--- src/rtl/serial_subtractor_pkg.sv ---
// Shared types and sizing helpers for the bit-serial subtractor.
package serial_sub_pkg;
  typedef enum logic [1:0] {IDLE, RUN, DONE} state_t;

  localparam int unsigned DEF_WIDTH = 8;
  localparam int unsigned CNT_W     = $clog2(DEF_WIDTH);

  // Bit-counter width for a given operand width (always at least 1 bit).
  function automatic int unsigned cnt_w(input int unsigned w);
    return (w < 2) ? 1 : $clog2(w);
  endfunction
endpackage

--- src/rtl/serial_subtractor_if.sv ---
// Request/result bundle between a requester and the serial subtractor.
interface serial_subtractor_if #(parameter int unsigned WIDTH = 8);
  logic             start;
  logic [WIDTH-1:0] a;
  logic [WIDTH-1:0] b;
  logic             bin;
  logic             busy;
  logic             done;
  logic [WIDTH-1:0] diff;
  logic             bout;

  modport master (output start, a, b, bin, input busy, done, diff, bout);
  modport slave  (input start, a, b, bin, output busy, done, diff, bout);
endinterface

--- src/rtl/serial_subtractor_fs.sv ---
// One-bit full subtractor cell: d = x - y - bi, bo = borrow out.
module fs (
  input  logic x,
  input  logic y,
  input  logic bi,
  output logic d,
  output logic bo
);
  assign d  = x ^ y ^ bi;
  assign bo = (~x & y) | (~(x ^ y) & bi);
endmodule

--- src/rtl/serial_subtractor.sv ---
// Bit-serial unsigned subtractor: a - b - bin, LSB first, one bit per clock.
module serial_subtractor
  import serial_sub_pkg::*;
#(
  parameter int unsigned WIDTH = 8
) (
  input  logic              clk,
  input  logic              rst,
  serial_subtractor_if.slave bus
);
  localparam int unsigned CW = cnt_w(WIDTH);

  state_t           state_q, state_d;
  logic [CW-1:0]    cnt_q;
  logic [WIDTH-1:0] a_sh_q, b_sh_q;
  logic [WIDTH-2:0] diff_sh_q;
  logic [WIDTH-1:0] diff_q;
  logic             brw_q, bout_q;
  logic             d_w, bo_w;
  logic             accept, last;

  // DONE also accepts, which gives zero-gap back-to-back operation.
  assign accept = bus.start && (state_q != RUN);
  assign last   = (cnt_q == CW'(WIDTH - 1));

  fs u_fs (
    .x  (a_sh_q[0]),
    .y  (b_sh_q[0]),
    .bi (brw_q),
    .d  (d_w),
    .bo (bo_w)
  );

  always_ff @(posedge clk or posedge rst) begin
    if (rst) state_q <= IDLE;
    else     state_q <= state_d;
  end

  always_comb begin
    state_d = state_q;
    unique case (state_q)
      IDLE:    state_d = accept ? RUN : IDLE;
      RUN:     state_d = last ? DONE : RUN;
      DONE:    state_d = accept ? RUN : IDLE;
      default: state_d = IDLE;
    endcase
  end

  always_comb begin
    bus.busy = (state_q == RUN);
    bus.done = (state_q == DONE);
    bus.diff = diff_q;
    bus.bout = bout_q;
  end

  // diff_sh holds the first WIDTH-1 result bits; the last bit joins on completion.
  always_ff @(posedge clk or posedge rst) begin
    if (rst) begin
      a_sh_q    <= '0;
      b_sh_q    <= '0;
      diff_sh_q <= '0;
      brw_q     <= 1'b0;
      cnt_q     <= '0;
      diff_q    <= '0;
      bout_q    <= 1'b0;
    end else if (accept) begin
      a_sh_q <= bus.a;
      b_sh_q <= bus.b;
      brw_q  <= bus.bin;
      cnt_q  <= '0;
    end else if (state_q == RUN) begin
      a_sh_q    <= a_sh_q >> 1;
      b_sh_q    <= b_sh_q >> 1;
      diff_sh_q <= (WIDTH-1)'({d_w, diff_sh_q} >> 1);
      brw_q     <= bo_w;
      cnt_q     <= cnt_q + 1'b1;
      if (last) begin
        diff_q <= {d_w, diff_sh_q};
        bout_q <= bo_w;
      end
    end
  end
endmodule
--- src/flat_wrapper.sv ---
// flat-port wrapper written by rule: the top's interface ports become plain ports
module serial_subtractor_flat import serial_sub_pkg::*;
#(
  parameter int unsigned WIDTH = 8
)
  (clk, rst, bus_start, bus_a, bus_b, bus_bin, bus_busy, bus_done, bus_diff, bus_bout);
  serial_subtractor_if #(.WIDTH(WIDTH)) bus_i ();
  input  logic clk;
  input  logic rst;
  input wire logic [$bits(bus_i.start)-1:0] bus_start;
  input wire logic [$bits(bus_i.a)-1:0] bus_a;
  input wire logic [$bits(bus_i.b)-1:0] bus_b;
  input wire logic [$bits(bus_i.bin)-1:0] bus_bin;
  output wire logic [$bits(bus_i.busy)-1:0] bus_busy;
  output wire logic [$bits(bus_i.done)-1:0] bus_done;
  output wire logic [$bits(bus_i.diff)-1:0] bus_diff;
  output wire logic [$bits(bus_i.bout)-1:0] bus_bout;
  assign bus_i.start = bus_start;
  assign bus_i.a = bus_a;
  assign bus_i.b = bus_b;
  assign bus_i.bin = bus_bin;
  assign bus_busy = bus_i.busy;
  assign bus_done = bus_i.done;
  assign bus_diff = bus_i.diff;
  assign bus_bout = bus_i.bout;
  serial_subtractor #(.WIDTH(WIDTH)) u_core (.clk(clk), .rst(rst), .bus(bus_i));
endmodule
--- config.mk ---
export PLATFORM = sky130hd
export DESIGN_NAME = serial_subtractor_flat
export DESIGN_NICKNAME = d
export VERILOG_FILES = /design/src/rtl/serial_subtractor_pkg.sv /design/src/rtl/serial_subtractor_if.sv /design/src/rtl/serial_subtractor_fs.sv /design/src/rtl/serial_subtractor.sv /design/src/flat_wrapper.sv
export SDC_FILE = /design/constraint.sdc
export NUM_CORES = 1
export LEC_CHECK = 0
export CORE_MARGIN = 5
export CORE_UTILIZATION = 30
export DETAILED_ROUTE_END_ITERATION = 6
export PLACE_DENSITY = 0.58
export SYNTH_ARGS = -nofsm -noshare
export SYNTH_HDL_FRONTEND = slang
export SYNTH_SLANG_ARGS = --single-unit
--- constraint.sdc ---
create_clock -name clk -period 1.8 [get_ports clk]
set_clock_uncertainty 0.2 [all_clocks]
set_input_delay 0.45 -clock clk [delete_from_list [all_inputs] [get_ports clk]]
set_output_delay 0.45 -clock clk [all_outputs]
set_load 0.1 [all_outputs]
# Word-level counts from Yosys, hierarchy flattened
# Index checks and enable logic that the tools add are counted.
# word_totals
ff_bits	38
wordCells	38
inputBits	20
out_inout_bits	11
# op_classes
reduce_logical	6
n_eq_ne	4
n_mux	11
addsub	1
bitwise	8
# ops
op	n
2-to-1 mux 8 bit	4
2-to-1 mux 3 bit	2
case mux 2 bit (2 select lines)	1
adder 3 x 1 -> 3 bit, second input constant	1
== test 3 bit, second input constant	1
2-to-1 mux 1 bit	3
NOT 1 bit	3
AND reduction 3 bit	1
AND 1 bit	2
== test 2 x 1 -> 1 bit, second input constant	1
== test 2 bit, second input constant	1
logical NOT 2 bit	1
2-to-1 mux 2 bit	1
inequality test 2 x 1 -> 1 bit, second input constant	1
AND reduction 2 bit	1
nonzero test 2 bit	1
OR reduction 2 bit	1
XOR 1 bit	2
logical AND 1 bit	1
OR 1 bit	1

# Logic depth before layout (Yosys ltp)
# Gate-level depths: netlist of the first run.
# depth
depth_word	6
mapped_depth	5
ltp_nobuf	4

# By module
# Synthesis of the first run repeated with hierarchy kept, for this count alone.
# hier_totals
cells_unflattened	113
hier_area_um2	1791.7
# by_module_without_submodules
mod	cells_per_inst	area_each_um2	seq_area_each_um2	n_inst
serial_subtractor	109	1760.4	950.9	1
fs	4	31.3	0.0	1

# Worst setup path before layout of the first run
# No wires, ideal clock.
# synth_timing
kind	flip-flop to output port
start	reg u_core.state_q[0]
end	out bus_done
slack_ps	-597
n_path_buf	0
required_ps	1150
t_arrival_ps	1747
stages_incl_launch_ff	2
cell_sequence	dfrtp_1 nor2b_1
# synth_between
elab_chain_cells	1
# synth_lines
item	line	source
from (decl)	serial_subtractor.sv:13	state_t state_q, state_d;
from (signal assigned)	serial_subtractor.sv:36	else state_q <= state_d;
== test 2 bit	serial_subtractor.sv:51	bus.done = (state_q == DONE);
to (decl)	flat_wrapper.sv:15	output wire logic [$bits(bus_i.done)-1:0] bus_done;
# No other way between the ends.

# Final worst setup path of the first run
# layout_timing
start	reg u_core.cnt_q[0]
end	reg u_core.diff_q[4] (netlist: u_core.bus.diff[4])
# layout_between
elab_chain_cells	2
# layout_lines
item	line	source
from (decl)	serial_subtractor.sv:14	logic [CW-1:0] cnt_q;
from (signal assigned)	serial_subtractor.sv:76	cnt_q <= cnt_q + 1'b1;
== test 3 bit	serial_subtractor.sv:24	assign last = (cnt_q == CW'(WIDTH - 1));
AND reduction 3 bit (no line)	--	
to (signal assigned)	serial_subtractor.sv:78	diff_q <= {d_w, diff_sh_q};
to (decl)	serial_subtractor.sv:17	logic [WIDTH-1:0] diff_q;
# No other way between the ends.
# A chain may end at the register's enable or synchronous reset.

==> summary.md, run 1 <==
| Metric | Value |
|---|---|
| Die area | `7689 um2` |
| Power Dens Cells | `1961 nW/um2` |
| CTS tree | `yes` |
| DR vias | `1016` |
| Port bufs | `30` |
| Clk Latency, worst-skew pair | `0.28 ns` |
| Initial DRT Pass Iterations | `2` |
| Crit-path max FO | `8` |
| Synthesized area per cell | `16.02 um2` |
| First-pass GRT wire length | `5851 um` |
| Aggregate global-route resource usage | `9.876%` |
| Root buf cell | `clkbuf_8` |
| Min-Delay Path Class | `flop to flop` |
| # DRC | `0` |
| Initial DRC count | `34` |
| Mapped cell area | `1810 um2` |
| Max cap viols | `0` |
| Initial Util | `30.76%` |
| Initial antenna violation count | `0` |
| Post-layout minimum cycle time | `1.750 ns` |
| Share of layout cells above drive strength 1 | `51.59%` |
| Synthesized instance count | `113` |
| Area grow syn2layout | `38.42%` |
| CTS max path bufs | `2` |
| Htree depth | `2` |
| DP Worst Slack | `-0.2760 ns` |
| Critical path required time | `1.77 ns` |
| Hold Crit Depth | `1` |
| Grt total ovfl | `0` |
| Critical setup path kind | `flop to flop` |
| Die W | `87.69 um` |
| FMAX | `571.3 MHz` |
| Final Max Tran Viols | `0` |
| Worst Tran Pin Value | `0.3199 ns` |
| CTS Buf Count | `5` |
| #FFs+latches synth | `38` |
| Nets | `179` |
| Die Ht | `87.69 um` |
| Crit. End Element | `flop` |
| Core area | `5886 um2` |
| Sequential area share after synthesis | `52.52%` |
| Vias in the first global route | `1208` |
| Worst IR Drop VDD | `1.162 mV` |
| Headroom to the max-slew limit | `78.67%` |
| WL final | `3478 um` |
| Final WS setup | `0.04958 ns` |
| Inst Count DP | `220` |
| Final hold vios | `0` |
| Clk slew on worst S/H paths | `0.07 ns` |
| R2R depth | `5` |
| WL per Instance | `14.99 um` |
| Largest net degree at the start of global routing | `39` |
| Final period utilization | `97.25%` |
| Crit start category | `flop` |
| Warnings from Yosys | `0` |
| Final setup viols | `0` |
| Post-route insts no fill | `232` |
| Vias per cell | `4.379` |
| Netlist cell types | `16` |
| Routed Antenna Nets | `0` |
| FP Rows | `28` |
| GP Congestion | `0.7034` |
| Boundary pin count | `31` |
| Pleak | `0.001172 uW` |
| Hpwl dp | `2279 um` |
| Worst Path Arrival | `1.72 ns` |
| Core Util, Final | `42.58%` |
| Power after layout | `4914 uW` |
| Hold Slack | `0.3064 ns` |
| Clk sinks | `38` |
| Diodes inserted | `0` |
| Syn nets | `136` |
| Status | `complete, no violations` |
## path summary, 6_finish.rpt
check / to / from / slack (ns)
min in group asynchronous: u_core.a_sh_q[7] / rst / 0.32
max in group asynchronous: u_core.state_q[0] / rst / 0.87
setup / recovery: u_core.bus.diff[4] / u_core.cnt_q[0] / 0.05
hold / removal: u_core.b_sh_q[3] / u_core.b_sh_q[4] / 0.31
setup reg to reg: u_core.bus.diff[4] / u_core.cnt_q[0] / 0.05
hold reg to reg: u_core.b_sh_q[3] / u_core.b_sh_q[4] / 0.31
## cells by family after synthesis
| family | after synthesis | synth area share [%] |
|---|---|---|
| mux | 52 | 37.32 |
| flops | 38 | 52.52 |
| simple gates | 9 | 2.903 |
| buf+inv | 11 | 4.768 |
| fa+ha+maj | 3 | 2.488 |
## routing by layer
metal,GRT usage [%],vias to the layer above,share of wire [%]
li1,-,475,-
met1,12.65,514,45
met2,15.82,24,48
met3,3.669,3,5.8
met4,2.510,0,0.58
met5,0,-,0
## state kept, by name, indices dropped and copies added (netlist names)
signal            cells
u_core.b_sh_q         8
u_core.bus.bout       1
u_core.diff_sh_q      7
u_core.brw_q          1
u_core.cnt_q          3
u_core.bus.diff       8
u_core.a_sh_q         8
u_core.state_q        2
## synth_stat cells
master,count,area [um2]
buf_12,1,20.02
buf_2,1,5.000
buf_6,3,33.78
dfrtp_1,38,950.9
fa_1,1,20.02
ha_1,2,25.02
inv_1,5,18.77
inv_6,1,8.760
mux2_2,20,225.2
mux2_4,26,390.4
mux2i_1,6,60.06
nand2b_1,1,6.260
nand2b_2,1,8.760
nand3b_1,1,7.510
nor2_1,3,11.26
nor2b_1,3,18.77
## where the power goes
group          switching, uW  leakage, uW  internal [uW]
clock network            280    0.0000482            309
registers                296     0.000467           1260
logic                   1410     0.000656           1360
total                   1990      0.00117           2930
## stage by stage
stage / TNS, ns / instance area, um2
2_1_floorplan: 0 / 1818
3_3_place_gp: -3.883 / 2354
3_5_place_dp: -4.382 / 2354
4_1_cts: 0 / 2465
5_1_grt: -0.04409 / 2506
6_report: 0 / 2506
## timing repair
action	4_1_cts	5_1_grt
resized for setup	1	4
pin swaps	0	0
hold buffers	0	0
endpoints found under the setup margin	9	11
gates cloned	0	1
buffers inserted	2	1
## critical path, cell delays in order (launching register included)
cell and delay, ns:
dfrtp_1 0.40, ha_2 0.19, ha_2 0.18, nand3b_1 0.18
buf_12 0.16, mux2_2 0.33
## cells in the final DEF, fill, tap and decap left out, types with 2 or more instances in the layout
cell,n
dfrtp_1,37
mux2_4,26
mux2_2,20
clkdlybuf4s50_1,18
buf_12,14
buf_4,7
mux2i_1,6
clkbuf_8,6
inv_1,5
nor2_1,3
nor2b_1,2
ha_2,2
## layout make-up
class	count	area [um2]
clock buffer	7	86.33
sequential	38	952.2
clock inverter	1	5.005
inverter	6	27.53
timing repair buffer	41	550.5
multi-input combinational	64	790.8
tap	75	93.84
fill	551	3379
No activity file was read; power rests on OpenSTA's default activity.
==> run 2: changes to the inputs <==
--- a/config.mk
+++ b/config.mk
@@ -12,3 +12,4 @@
 export SYNTH_ARGS = -nofsm -noshare
 export SYNTH_HDL_FRONTEND = slang
 export SYNTH_SLANG_ARGS = --single-unit
+export TNS_END_PERCENT = 1
==> run 2 against run 1 <==
Flip-flop and latch count stayed put. Final area is 1.3% lower. Via count is 1.3% lower. First-iteration DRC count is 35% lower. Largest power group unchanged. Clock power hardly changed. Register-to-register slack hardly changed. Critical path depth stayed put. Critical path type unchanged. Final cell count is 0.86% lower. Wire length is 2.6% lower. Worst setup slack better by 0.0087 ns. Worst hold slack hardly changed.
==> summary.md, run 2 (synthesis results as in run 1) <==
| Metric | Value |
|---|---|
| Status | `complete, no violations` |
| R2R depth | `5` |
| Critical path's slowest cell | `dfrtp_1` |
| Power after layout | `4883 uW` |
| Met1 Use GR | `12.60%` |
| Port bufs | `30` |
| # DRC | `0` |
| Nets | `177` |
| Clk slew on worst S/H paths | `0.07 ns` |
| First-pass GRT wire length | `5782 um` |
| Min-Delay Path Class | `flop to flop` |
| Comb pwr share | `56.0%` |
| Core Util, Final | `42.03%` |
| Cell family with most CP delay | `flip-flops` |
| Fillers | `554` |
| Worst Path Arrival | `1.71 ns` |
| Initial Util | `30.76%` |
| Final Max Tran Viols | `0` |
| M3 GR Usage | `3.669%` |
| Die W | `87.69 um` |
| Final period utilization | `96.76%` |
| Share of layout cells above drive strength 1 | `50.97%` |
| Switch share | `40.41%` |
| Crit-path max FO | `8` |
| Most frequent cells in the layout | `dfrtp_1, mux2_4, mux2_2` |
| Vias per cell | `4.361` |
| Aggregate global-route resource usage | `9.758%` |
| Initial DRC count | `22` |
| Die area | `7689 um2` |
| Largest net degree at the start of global routing | `39` |
| Area of the multi-input gates | `790.8 um2` |
| GP Congestion | `0.7034` |
| Post-layout minimum cycle time | `1.742 ns` |
| CTS tree | `yes` |
| Critical setup path kind | `flop to flop` |
| Register area | `952.2 um2` |
| Grt total ovfl | `0` |
| Clock Power Share | `12.0%` |
| Final hold vios | `0` |
| Worst Tran Pin Value | `0.3174 ns` |
| Crit start category | `flop` |
| Initial DRT Pass Iterations | `2` |
| P_int | `2910 uW` |
| Worst IR Drop VDD | `1.167 mV` |
| Vias in the first global route | `1202` |
| Root buf cell | `clkbuf_8` |
| Clk Latency, worst-skew pair | `0.28 ns` |
| WL per Instance | `14.73 um` |
| Crit. End Element | `flop` |
| M2 GR Usage | `15.48%` |
| Power Dens Cells | `1974 nW/um2` |
| Headroom to the max-slew limit | `78.84%` |
| Die Ht | `87.69 um` |
| Critical path required time | `1.77 ns` |
| Pleak | `0.001155 uW` |
| Diodes inserted | `0` |
| FP Rows | `28` |
| Max cap viols | `0` |
| Routed Antenna Nets | `0` |
| Slowest Stage Delay on Critical Path | `0.40 ns` |
| DR vias | `1003` |
| Commonest non-fill, non-tap cell in the layout | `dfrtp_1` |
| Hold Crit Depth | `1` |
| Final setup viols | `0` |
| Boundary pin count | `31` |
| Sequential share of power | `32.0%` |
| Worst-path cell chain | `ha_2, ha_2, nand3b_1, buf_12, mux2_2` |
| Critical path buffers and inverters | `1` |
| FMAX | `574.2 MHz` |
| Hpwl dp | `2279 um` |
| Clk sinks | `38` |
| Initial antenna violation count | `0` |
| WL final | `3388 um` |
| Sw power | `1973 uW` |
| Core area | `5886 um2` |
| CTS Buf Count | `5` |
| WP depth | `5` |
| Htree depth | `2` |
| Cell mode on critical path | `ha_2` |
| Most used routing layer in global routing | `met2` |
| Hold-fix buffers, CTS | `0` |
| Area grow syn2layout | `36.63%` |
| CTS max path bufs | `2` |
## run 2: changes by cell type in the layout (fill, tap and decap cells not counted), sizes merged
cell | previous run | this run
clkbuf | 8 | 7
buf | 21 | 20
## run 2: repair_timing
action,CTS,global route
setup buffers,1,1
cloned,0,0
gates resized for setup,2,3
endpoints found under the setup margin,9,11
pin swaps,0,1
## run 2: worst register-to-register path, stage by stage (launching register included)
cell	delay, ns
dfrtp_1	0.40
ha_2	0.18
ha_2	0.18
nand3b_1	0.18
buf_12	0.16
mux2_2	0.33
## run 2: final cells by class
class,count,area share [%]
clock buffers,7,3.490
clock inverters,1,0.2023
inverters,6,1.113
multi-input cells,64,31.97
flip-flops and latches,38,38.49
well taps,75,3.794
repair buffers,39,20.94
## run 2: metal layers
metal  share of wire (%)  up-vias
li1                    -      470
met1                  47      506
met2                  47       24
met3                 6.0        3
met4                0.50        0
met5                   0        -
## run 2: final timing paths
| kind | start | slack, ns | endpoint |
|---|---|---|---|
| setup / recovery | u_core.cnt_q[0] | 0.06 | u_core.bus.diff[4] |
| hold / removal | u_core.b_sh_q[4] | 0.31 | u_core.b_sh_q[3] |
| setup reg to reg | u_core.cnt_q[0] | 0.06 | u_core.bus.diff[4] |
| hold reg to reg | u_core.b_sh_q[4] | 0.31 | u_core.b_sh_q[3] |
| max in group asynchronous | rst | 0.87 | u_core.state_q[0] |
| min in group asynchronous | rst | 0.33 | u_core.bus.diff[0] |
## run 2: power by group through the flow
stage | clock network, uW | logic [uW] | registers, uW
floorplan | 0 | 1240 | 2200
global placement | 0 | 2650 | 1560
detailed placement | 0 | 2700 | 1570
CTS | 615 | 2750 | 1560
global route | 652 | 2880 | 1620
finish | 586 | 2740 | 1560
## run 2: stage by stage
step	cells	setup slack, ns	instance area (um2)	setup TNS, ns	hold slack (ns)
5_1_grt	230	-0.009519	2474	-0.02134	0.3258
4_1_cts	229	0.009028	2460	0	0.3118
3_3_place_gp	220	-0.2530	2354	-3.883	0.2682
3_5_place_dp	220	-0.2760	2354	-4.382	0.2952
2_1_floorplan	113	0.1148	1818	0	0.2528
6_report	230	0.05832	2474	0	0.3065
==> run 3: changes to the inputs <==
--- a/config.mk
+++ b/config.mk
@@ -7,6 +7,7 @@
 export LEC_CHECK = 0
 export CORE_MARGIN = 5
 export CORE_UTILIZATION = 30
+export CTS_CLUSTER_DIAMETER = 60
 export DETAILED_ROUTE_END_ITERATION = 6
 export PLACE_DENSITY = 0.58
 export SYNTH_ARGS = -nofsm -noshare
==> constraint.sdc (replaced) <==
create_clock -name clk -period 2.2 [get_ports clk]
set_clock_uncertainty 0.2 [all_clocks]
set_input_delay 0.55 -clock clk [delete_from_list [all_inputs] [get_ports clk]]
set_output_delay 0.55 -clock clk [all_outputs]
set_load 0.1 [all_outputs]
==> run 3 against run 2 <==
Final cell count shrank 2.2%. Non-clock buffer count shrank 4. Utilization is 1.5 points lower. Sequential power is 19% lower. Global-route usage down 0.26 points. Critical path depth fell by 2. Worst setup slack better by 0.17 ns. Largest power group unchanged.
==> summary.md, run 3 (synthesis results as in run 1) <==
| Metric | Value |
|---|---|
| Status | `complete, no violations` |
| Worst Tran Pin Value | `0.5167 ns` |
| Critical setup path kind | `flop to output pin` |
| Initial Util | `30.76%` |
| Sequential share of power | `32.7%` |
| FP Rows | `28` |
| Clk sinks | `38` |
| CTS max path bufs | `2` |
| Routed Antenna Nets | `0` |
| Post-CTS Repair Setup Buffers | `0` |
| Core area | `5886 um2` |
| P_int | `2291 uW` |
| Hpwl dp | `2307 um` |
| Cell Area, Placed | `2308 um2` |
| Boundary pin count | `31` |
| Power Dens Cells | `1626 nW/um2` |
| Clock Power Share | `11.4%` |
| Nets | `173` |
| Worst-path cell chain | `nand2b_2, inv_6, buf_12` |
| Power after layout | `3878 uW` |
| Hold-fix buffers, CTS | `0` |
| FMAX | `507.4 MHz` |
| Cell family with most CP delay | `flip-flops` |
| Min-Delay Path Class | `flop to flop` |
| Worst IR Drop VDD | `0.9504 mV` |
| Grt total ovfl | `0` |
| Diodes inserted | `0` |
| Initial antenna violation count | `0` |
| Crit start category | `flop` |
| Pleak | `0.001108 uW` |
| Largest net degree at the start of global routing | `39` |
| WL per Instance | `14.65 um` |
| Final setup viols | `0` |
| Slowest Stage Delay on Critical Path | `0.40 ns` |
| Most used routing layer in global routing | `met2` |
| CTS Buf Count | `5` |
| Fillers | `573` |
| Die area | `7689 um2` |
| Initial DRT Pass Iterations | `4` |
| Met1 Use GR | `11.21%` |
| Vias in the first global route | `1146` |
| Max cap viols | `0` |
| Commonest non-fill, non-tap cell in the layout | `dfrtp_1` |
| Design area | `2385 um2` |
| Switch share | `40.93%` |
| Headroom to the max-slew limit | `65.45%` |
| Final period utilization | `89.58%` |
| Share of layout cells above drive strength 1 | `46.67%` |
| Comb pwr share | `55.9%` |
| Post-CTS Resized | `0` |
| Core Util, Final | `40.52%` |
| Clk Latency, worst-skew pair | `0.28 ns` |
| Critical path required time | `1.45 ns` |
| M2 GR Usage | `15.75%` |
| Worst Path Arrival | `1.22 ns` |
| CTS tree | `yes` |
| Crit-path max FO | `9` |
| Post-layout minimum cycle time | `1.971 ns` |
| Initial DRC count | `31` |
| Area grow syn2layout | `31.72%` |
| Hold Slack | `0.2970 ns` |
| First-pass GRT wire length | `5651 um` |
| Htree depth | `2` |
| Final Max Tran Viols | `0` |
| RSZ-0062 raised after global routing | `false` |
| GP Congestion | `0.7022` |
| Sw power | `1588 uW` |
| Root buf cell | `clkbuf_8` |
| Most frequent cells in the layout | `dfrtp_1, mux2_4, mux2_2` |
| Setup_tns | `0 ns` |
| M3 GR Usage | `3.951%` |
| Vias per cell | `4.436` |
| WL final | `3296 um` |
| # DRC | `0` |
| Critical path's slowest cell | `dfrtp_1` |
| DR vias | `998` |
| Final hold vios | `0` |
| Clk slew on worst S/H paths | `0.07 ns` |
| Crit. End Element | `output pin` |
| Die W | `87.69 um` |
| Critical path buffers and inverters | `2` |
| Die Ht | `87.69 um` |
| Port bufs | `30` |
| Aggregate global-route resource usage | `9.494%` |
## run 3: changes by cell type in the layout (fill, tap and decap cells not counted), moves of 2 or more
cell,previous run,this run
buf_12,14,12
ha_1,0,2
buf_4,6,4
ha_2,2,0
## run 3: cell type report
cell class                      count  area [um2]  area share, %
Tap cell                           75       93.84          3.935
Clock buffer                        7       76.32          3.200
Multi-Input combinational cell     64       775.7          32.53
Inverter                            6       27.53          1.154
Sequential cell                    38       950.9          39.87
Timing Repair Buffer               35       460.4          19.31
## run 3: metal layers
metal	vias up	wire (um)	share of wire, %
met5	-	0	0
met4	0	28	0.85
met3	5	255	7.7
met2	24	1614	49
met1	508	1398	42
li1	461	-	-
## run 3: power by group through the flow
stage,Combinational (uW),Clock [uW],Sequential (uW)
6_report,2170,441,1270
5_1_grt,2270,488,1320
4_1_cts,2190,459,1280
3_5_place_dp,2180,0,1290
3_3_place_gp,2140,0,1270
2_1_floorplan,1010,0,1790
## run 3: metrics by stage
stage	cells	setup slack (ns)
finish	225	0.2292
global route	225	0.1503
CTS	225	0.2103
detailed placement	218	0.02560
global placement	218	0.03757
floorplan	113	0.2282
## run 3: final timing paths
check / from / to / slack (ns) / cells after the start
max: u_core.state_q[1] / bus_busy / 0.23 / 3
min: u_core.cnt_q[0] / u_core.cnt_q[0] / 0.30 / 1
max reg2reg: u_core.cnt_q[0] / u_core.bus.diff[5] / 0.28 / 4
min reg2reg: u_core.cnt_q[0] / u_core.cnt_q[0] / 0.30 / 1
max in group asynchronous: rst / u_core.cnt_q[1] / 0.98 / 3
min in group asynchronous: rst / u_core.cnt_q[0] / 0.48 / 3
## run 3: worst register-to-register path, stage by stage (launching register included)
cell and delay (ns):
dfrtp_1 0.40, ha_1 0.21, ha_1 0.20, nand3b_1 0.39, mux2_2 0.40
